[src/rtl/ai_train_ctrl.sv]
// Perceptron training scheduler: filters resolved branches, queues survivors and issues paced
// train_en pulses. Define AI_TRAIN_FILTER_EN to enable the confidence-threshold filter.
module ai_train_ctrl #(
    parameter int DEPTH  = 4,
    parameter int THRESH = 8,
    parameter int GAP    = 1
) (
    input  logic               clk,
    input  logic               rst,
    input  logic               res_valid,
    output logic               res_ready,
    input  logic [7:0]         res_features,
    input  logic               res_taken,
    input  logic               res_pred,
    input  logic signed [10:0] res_conf,
    input  logic               flush,
    input  logic               hold,
    output logic               train_en,
    output logic [7:0]         train_features,
    output logic               train_taken,
    output logic               busy,
    output logic [15:0]        stat_total,
    output logic [15:0]        stat_mispred,
    output logic [15:0]        stat_trained
);
    localparam int PW = $clog2(DEPTH);
    localparam int CW = PW + 1;

    typedef enum logic [1:0] {IDLE, ISSUE, WAIT} state_t;

    state_t        state;
    logic [8:0]    mem [DEPTH];
    logic [PW-1:0] wr_ptr;
    logic [PW-1:0] rd_ptr;
    logic [CW-1:0] count;
    logic [2:0]    gap_cnt;
    logic [8:0]    head;
    logic          accept;
    logic          keep;
    logic          push;
    logic          can_issue;
    logic          pop;

`ifdef AI_TRAIN_FILTER_EN
    logic [10:0] conf_mag;
    logic [11:0] conf_abs;

    // Magnitude is widened after negation so that -1024 reads as 1024, not as a negative value.
    assign conf_mag = res_conf[10] ? (~res_conf + 11'd1) : res_conf;
    assign conf_abs = {1'b0, conf_mag};
    assign keep     = (res_pred != res_taken) || (conf_abs <= 12'(THRESH));
`else
    logic unused_conf;

    assign unused_conf = ^{res_conf, THRESH[0]};
    assign keep        = 1'b1;
`endif

    assign res_ready = !rst && !flush && (count < CW'(DEPTH));
    assign accept    = res_valid && res_ready;
    assign push      = accept && keep;
    assign can_issue = (count != '0) && !hold && !flush;
    assign head      = mem[rd_ptr];
    assign busy      = (count != '0) || (state != IDLE);

    // The last WAIT cycle doubles as the IDLE issue decision, so pulses can repeat every GAP+1 cycles.
    always_comb begin
        // NOTE: every always_comb output gets a default first so no path can infer a latch.
        pop = 1'b0;
        unique case (state)
            IDLE:    pop = can_issue;
            ISSUE:   pop = (GAP == 0) && can_issue;
            WAIT:    pop = (gap_cnt == 3'd1) && can_issue;
            default: pop = 1'b0;
        endcase
    end

    // NOTE: the storage array has no reset; count and the pointers alone define which entries are live.
    always_ff @(posedge clk) begin
        if (push) begin
            mem[wr_ptr] <= {res_features, res_taken};
        end
    end

    // NOTE: sequential state uses non-blocking assignments so every register samples pre-edge values.
    always_ff @(posedge clk) begin
        if (rst) begin
            state          <= IDLE;
            wr_ptr         <= '0;
            rd_ptr         <= '0;
            count          <= '0;
            gap_cnt        <= '0;
            train_en       <= 1'b0;
            train_features <= '0;
            train_taken    <= 1'b0;
        end else if (flush) begin
            state    <= IDLE;
            wr_ptr   <= '0;
            rd_ptr   <= '0;
            count    <= '0;
            gap_cnt  <= '0;
            train_en <= 1'b0;
        end else begin
            train_en <= pop;
            count    <= count + CW'(push) - CW'(pop);
            if (push) begin
                wr_ptr <= wr_ptr + PW'(1);
            end
            if (pop) begin
                rd_ptr         <= rd_ptr + PW'(1);
                train_features <= head[8:1];
                train_taken    <= head[0];
            end
            unique case (state)
                IDLE: begin
                    if (pop) state <= ISSUE;
                end
                ISSUE: begin
                    if (pop) begin
                        state <= ISSUE;
                    end else if (GAP > 0) begin
                        gap_cnt <= 3'(GAP);
                        state   <= WAIT;
                    end else begin
                        state <= IDLE;
                    end
                end
                WAIT: begin
                    if (gap_cnt == 3'd1) begin
                        gap_cnt <= '0;
                        state   <= pop ? ISSUE : IDLE;
                    end else begin
                        gap_cnt <= gap_cnt - 3'd1;
                    end
                end
                default: state <= IDLE;
            endcase
        end
    end

    // Statistics survive flush and saturate rather than wrap.
    always_ff @(posedge clk) begin
        if (rst) begin
            stat_total   <= '0;
            stat_mispred <= '0;
            stat_trained <= '0;
        end else begin
            if (accept && stat_total != 16'hFFFF) begin
                stat_total <= stat_total + 16'd1;
            end
            if (accept && (res_pred != res_taken) && stat_mispred != 16'hFFFF) begin
                stat_mispred <= stat_mispred + 16'd1;
            end
            if (pop && stat_trained != 16'hFFFF) begin
                stat_trained <= stat_trained + 16'd1;
            end
        end
    end

endmodule

[config.mk]
export PLATFORM = sky130hd
export DESIGN_NAME = ai_train_ctrl
export DESIGN_NICKNAME = d
export VERILOG_FILES = /design/src/rtl/ai_train_ctrl.sv
export SDC_FILE = /design/constraint.sdc
export NUM_CORES = 1
export LEC_CHECK = 0
export ABC_AREA = 1
export BUFFER_PORTS_ARGS = -buffer_cell sky130_fd_sc_hd__buf_4
export CAP_MARGIN = 20
export CORE_ASPECT_RATIO = 1.2
export CORE_MARGIN = 2
export CORE_UTILIZATION = 44
export CTS_CLUSTER_DIAMETER = 60
export DETAILED_ROUTE_END_ITERATION = 7
export HOLD_SLACK_MARGIN = 0.08
export PLACE_DENSITY_LB_ADDON = 0.12
export SLEW_MARGIN = 40
export SYNTH_ARGS = -nofsm -noshare
export SYNTH_HDL_FRONTEND = slang
export SYNTH_SLANG_ARGS = --single-unit
export TNS_END_PERCENT = 20
[constraint.sdc]
create_clock -name clk -period 3.4 [get_ports clk]
set_input_delay 0.68 -clock clk [delete_from_list [all_inputs] [get_ports clk]]
set_output_delay 0.68 -clock clk [all_outputs]
set_load 0.01 [all_outputs]
# After elaboration in Yosys (flattened, before gate mapping)
# Memories as Yosys holds them, arrays and structs flattened. A register that Yosys moved wholly into a read port is not among the register bits.
# Cells that the tools add are included.
[totals] n_memories=1 output_inout_bits=60 elab_cells=63 input_bits=26 ff_bits=61 ram_bits=36
[op_classes] order_cmp=1 n_addsub=8 mux=11 bitwise=1 reduce_logical=22 n_eq_ne=10
[mem_list] memory="mem" words=4 width=9 read_ports=1 rd_clocked_by_memory_dff=1 write_ports=1 line_no="32" rtl="logic [8:0] mem [DEPTH];"
[ops] op="16-bit by 1-bit adder with 16-bit output (second input constant)" n=3
[ops] op="16-bit inequality test (second input constant)" n=3
[ops] op="1-bit logical AND" n=10
[ops] op="2-bit 2-to-1 mux" n=3
[ops] op="3-bit 2-to-1 mux" n=2
[ops] op="2-bit inequality test (second input constant)" n=3
[ops] op="2-bit one-hot mux with 3 select lines" n=1
[ops] op="3-bit one-hot mux with 2 select lines" n=1
[ops] op="2-bit AND reduction" n=3
[ops] op="2-bit by 1-bit adder with 2-bit output (second input constant)" n=2
[ops] op="2-bit nonzero test" n=2
[ops] op="3-bit by 1-bit adder with 3-bit output" n=1
[ops] op="3-bit by 1-bit == test with 1-bit output (second input constant)" n=1
[ops] op="1-bit logical NOT" n=3
[ops] op="3-bit < comparator (second input constant)" n=1
[ops] op="1-bit 2-to-1 mux" n=3
[ops] op="3-bit nonzero test" n=1
[ops] op="3-bit by 1-bit subtractor with 3-bit output" n=1
[ops] op="3-bit by 1-bit subtractor with 3-bit output (second input constant)" n=1
[ops] op="2-bit by 1-bit == test with 1-bit output (second input constant)" n=1
[ops] op="2-bit == test (second input constant)" n=1
[ops] op="2-bit logical NOT" n=1
[ops] op="1-bit one-hot mux with 2 select lines" n=1
[ops] op="2-bit OR reduction" n=1
[ops] op="other kinds (3)" n=3

# Depth between registers and ports, before layout
[logic_depth] depth_word=8 mapped_depth=17 ltp_nobuf=16

# Worst setup path before layout
# OpenSTA, ideal clock, no wires.
[synth_path] path_kind="in2reg" start="input rst" end="register count[2]" arrival_time_ns=2.413 required_time_ns=3.330 setup_ns=0.070 n_path_buf=1 path_slack_ns=0.917 path_stages=13 path_cell_list="inv_2 > nand2_4 > nor2_1 > nand2_1 > buf_2 > ha_1 > inv_1 > ha_1 > inv_1 > fa_1 > inv_1 > o21ai_0 > a21oi_1"
[synth_between] elab_chain_cells=6 word_cells_on_any_way=7 classes_between="add/sub: 2; reduce/logical: 5"
[synth_lines] element="from (decl)" line_no="9" rtl="input logic rst,"
[synth_lines] element="1-bit logical NOT" line_no="59" rtl="assign res_ready = !rst && !flush && (count < CW'(DEPTH));"
[synth_lines] element="1-bit logical AND (2 in a row)" line_no="59"
[synth_lines] element="via res_ready" line_no="11" rtl="output logic res_ready,"
[synth_lines] element="1-bit logical AND" line_no="60" rtl="assign accept = res_valid && res_ready;"
[synth_lines] element="3-bit by 1-bit adder with 3-bit output" line_no="105" rtl="count <= count + CW'(push) - CW'(pop);"
[synth_lines] element="3-bit by 1-bit subtractor with 3-bit output" line_no="105"
[synth_lines] element="to (signal assigned)" line_no="105"
[synth_lines] element="to (decl)" line_no="35" rtl="logic [CW-1:0] count;"
# The timed path passes the listed nets, and every way through them passes these cells.
# A chain may end at the register's enable or synchronous reset.

# Worst setup path after layout
[layout_path] start="register state[0]" end="register count[2]"
[layout_between] elab_chain_cells=3 word_cells_on_any_way=4 classes_between="add/sub: 1; eq/ne: 1; mux: 1; reduce/logical: 1"
[layout_lines] element="from (decl)" line_no="31" rtl="state_t state;"
[layout_lines] element="from (signal assigned)" line_no="131" rtl="state <= pop ? ISSUE : IDLE;"
[layout_lines] element="2-bit == test or 2-bit logical NOT (tied branches)" line_no="70" rtl="unique case (state)"
[layout_lines] element="1-bit one-hot mux with 2 select lines (*)" line_no="70"
[layout_lines] element="3-bit by 1-bit subtractor with 3-bit output (*)" line_no="105"
# Every way passes the cells marked *; elsewhere a longest branch is shown, timed or not.

==> results.md <==
Run status:
- The flow ran to the end, and the final reports show no timing, DRC or antenna violations.

Setup path:
- The worst setup path is launched from a register.
- The setup path with the least slack is of type reg -> reg.
- For the worst setup path, the data required time is 3.68 ns.
- Of all nets on the critical path, the largest fanout is 16.
- On the critical path, the stage with the largest delay is an instance of dfxtp_1.
- STA puts the critical path data arrival time at 2.67 ns.
- Traced cell by cell, the critical path runs through inv_1 > ha_1 > nand2_1 > nand2_1 > inv_1 > nor2_2 > buf_4 > ha_1 > inv_1 > ha_1 > inv_1 > fa_1 > inv_1 > o21ai_0 > a21oi_1.
- The critical path endpoint category is a register.
- The most numerous cell type found on the critical path is inv_1.
- The kind of cell with the highest combined delay along the critical path is adder cells.
- The delay contributed by the slowest stage of the critical path is 0.39 ns.
- The buffers plus inverters on the worst setup path is 6.

GRT:
- Across every metal layer, demand over resource in global routing totals 0.194.
- The via count of the first global-routing pass came to 4158.
- The total grt overflow is 0.
- The initial antenna violation count is 0.
- The first-pass GRT wire length is 19.4 mm.
- Entering global routing, the biggest net connects 40 pins.

Place:
- Once detailed placement completed, the half-perimeter wirelength came to 8.32 mm.
- The number of port buffers is 74.
- The final weighted congestion of routability-driven global placement is 0.860.
- The area after detailed placement is 5930 um^2.

Power:
- The total power density per cell area is 400 nW/um^2.
- The worst supply voltage drop on vdd is 0.000297 V.
- The leakage power total is 2.41 nW.
- The post-route total power is 2.50 mW.

Route:
- The count of routing violations after the opening detailed-route iteration is 223.
- The final layout contains routed wiring with a total length of 11.8 mm.
- Dividing the detail-routed wire length by the instance count gives 12.7 um.
- In the routed design, unresolved DRC markers number 0.
- Using the TritonRoute via totals, the vias-per-cell ratio works out to 4.92.
- Summing over every cut layer, the via total after detailed routing is 4541.
- Before antenna repair, the detailed router went through 4 iterations.
- The number of nets with antenna violations after routing is 0.

STA:
- The number of setup violations in the final report is 0.
- The post-route setup TNS is 0 ns.
- The part of the cycle the worst path needs is 0.702.
- For the pin with the worst max-slew slack, the measured transition is 0.713 ns.
- Measured against its own limit, the worst slew margin works out to 0.524.
- Setup repair after global routing left no endpoint under its margin.
- Subtracting the final worst setup slack from the clock period gives 2.39 ns.
- The clock arrives with 0.00932 ns of skew.
- The count of pins over their slew limit is 0.
- For this run, the top clock speed supported by timing is 0.419 GHz.
- The number of endpoints with negative hold slack in the final report is 0.

Final layout:
- The count of inserted antenna diode cells is 0.
- The growth of design area from synthesis to finish is 19.5%.
- After routing the design area is 6240 um^2.
- The net count of the finished layout is 804.
- Of the cells placed in the final design, the portion with a size suffix greater than 1 is 0.142.

Clocking:
- The buffer type at the clock tree root is clkbuf_16.
- The number of hold buffers added after CTS is 0.
- The number of buffers inserted during clock tree synthesis is 9.
- After clock tree synthesis, the repair step resized 0 gates.
- The worst-case clock buffer depth is 2.
- TritonCTS built the clock tree.
- The number of clock sinks is 106.
- The deepest level of the CTS H-tree is 3.
- The clock latency reported for the late side of the worst-skew pair is 0.36 ns.
- After clock tree synthesis, the clock-pin slew on the worst setup and hold paths is 0.08 ns.
- The number of setup buffers added after CTS is 0.

Floorplan:
- The width of the die is 103 um.
- The die covers 12800 um^2.
- The number of placement rows is 43.
- For this configuration, the core starts out at a cell density of 0.451.
- The core region is 11600 um^2.
- The chip height is 123 um.
- The number of top-level pins is 86.

Run:
- Across the run, the number of max-cap violations was 0.

Synthesis:
- The sequential cell area fraction in the yosys report is 0.475.
- After synthesis the netlist holds a flip-flop and latch count of 106.
- Synthesis handed over a netlist of 687 instances.
- The netlist area before placement is 5220 um^2.
- Yosys attributes the largest share of cell area to dfxtp_1 (27%), edfxtp_1 (21%), nand2_1 (14%).
- The average instance area after synthesis is 7.60 um^2.
- The count of synthesis-stage warnings from yosys is 0.
- The distinct cell type count of the synthesized netlist is 33.
- The synthesized netlist net count is 730.
- The share of synthesized area in the top cell type comes to 0.268.
- The cell taking the most area after synthesis is dfxtp_1.

Worst hold path:
- The worst hold path class is reg -> reg.
==> logic make-up after synthesis <==
family,Yosys count,synth area share
buf+inv,79,0.0625
compound gates,108,0.109
flops,106,0.475
fa+ha+maj,17,0.0422
xor+xnor,20,0.0335
simple gates,357,0.278
==> flip-flops by register name (all words and copies together) (netlist names), 3 cells and up <==
signal and flops:
mem 36, count 3, stat_mispred 16, stat_total 16
stat_trained 16, train_features 8, gap_cnt 3
==> stage by stage <==
step	cells	setup WS (ns)	hold WS [ns]	utilization
floorplan	687	0.917	0.442	-
global placement	907	0.747	0.457	0.512
detailed placement	907	0.666	0.474	0.512
CTS	923	0.997	0.488	0.539
global route	923	0.752	0.506	0.539
finish	923	1.01	0.487	0.539
==> synthesized netlist by cell type (all sizes together) <==
cell type,number
xnor2,13
or2,1
o22ai,9
and2,1
nor2,116
nand4,13
clkinv,1
nor3,2
edfxtp,36
o21ai,46
fa,1
dfxtp,70
xor2,7
a221oi,1
a211oi,1
clkbuf,9
nand3,24
ha,16
nand2,200
o21a,1
a21oi,50
buf,9
inv,60
==> worst paths after layout <==
| check | from | to | slack, ns | depth (start not counted) |
|---|---|---|---|---|
| hold / removal | gap_cnt[2] | gap_cnt[2] | 0.49 | 1 |
| setup / recovery | state[0] | count[2] | 1.01 | 15 |
| setup reg to reg | state[0] | count[2] | 1.01 | 15 |
| hold reg to reg | gap_cnt[2] | gap_cnt[2] | 0.49 | 1 |
==> where the power goes <==
group | switching (mW) | total (mW) | internal [mW]
Clock | 0.535 | 1.07 | 0.532
Combinational | 0.0658 | 0.103 | 0.0375
Sequential | 0.00782 | 1.33 | 1.32
==> cells in the final DEF (no fill, tap or decap), drive strengths merged, types with 7 or more instances in the layout <==
cell type  Yosys  final
o21ai         46     46
dfxtp         70     70
inv           60     64
xnor2         13     13
a21oi         50     50
xor2           7      7
nand3         24     24
clkbuf         9      9
ha            16     16
nand4         13     13
nor2         116    116
edfxtp        36     36
o22ai          9      9
buf            9     81
nand2        200    200
==> metal layers <==
layer / vias to the layer above / GRT usage / share of wire
li1: 2375 / - / -
met2: 77 / 0.337 / 0.49
met3: 14 / 0.0317 / 0.040
met4: 0 / 0.0584 / 0.014
met5: - / 0 / 0
met1: 2075 / 0.245 / 0.45
==> final cells by class <==
class | count | area, um^2
Fill cell | 1126 | 5330
Timing Repair Buffer | 81 | 608
Inverter | 61 | 229
Tap cell | 157 | 196
Clock buffer | 9 | 225
Clock inverter | 7 | 86.3
Multi-Input combinational cell | 502 | 2410
Sequential cell | 106 | 2480
Note: power is estimated with default switching activity, not from simulation.
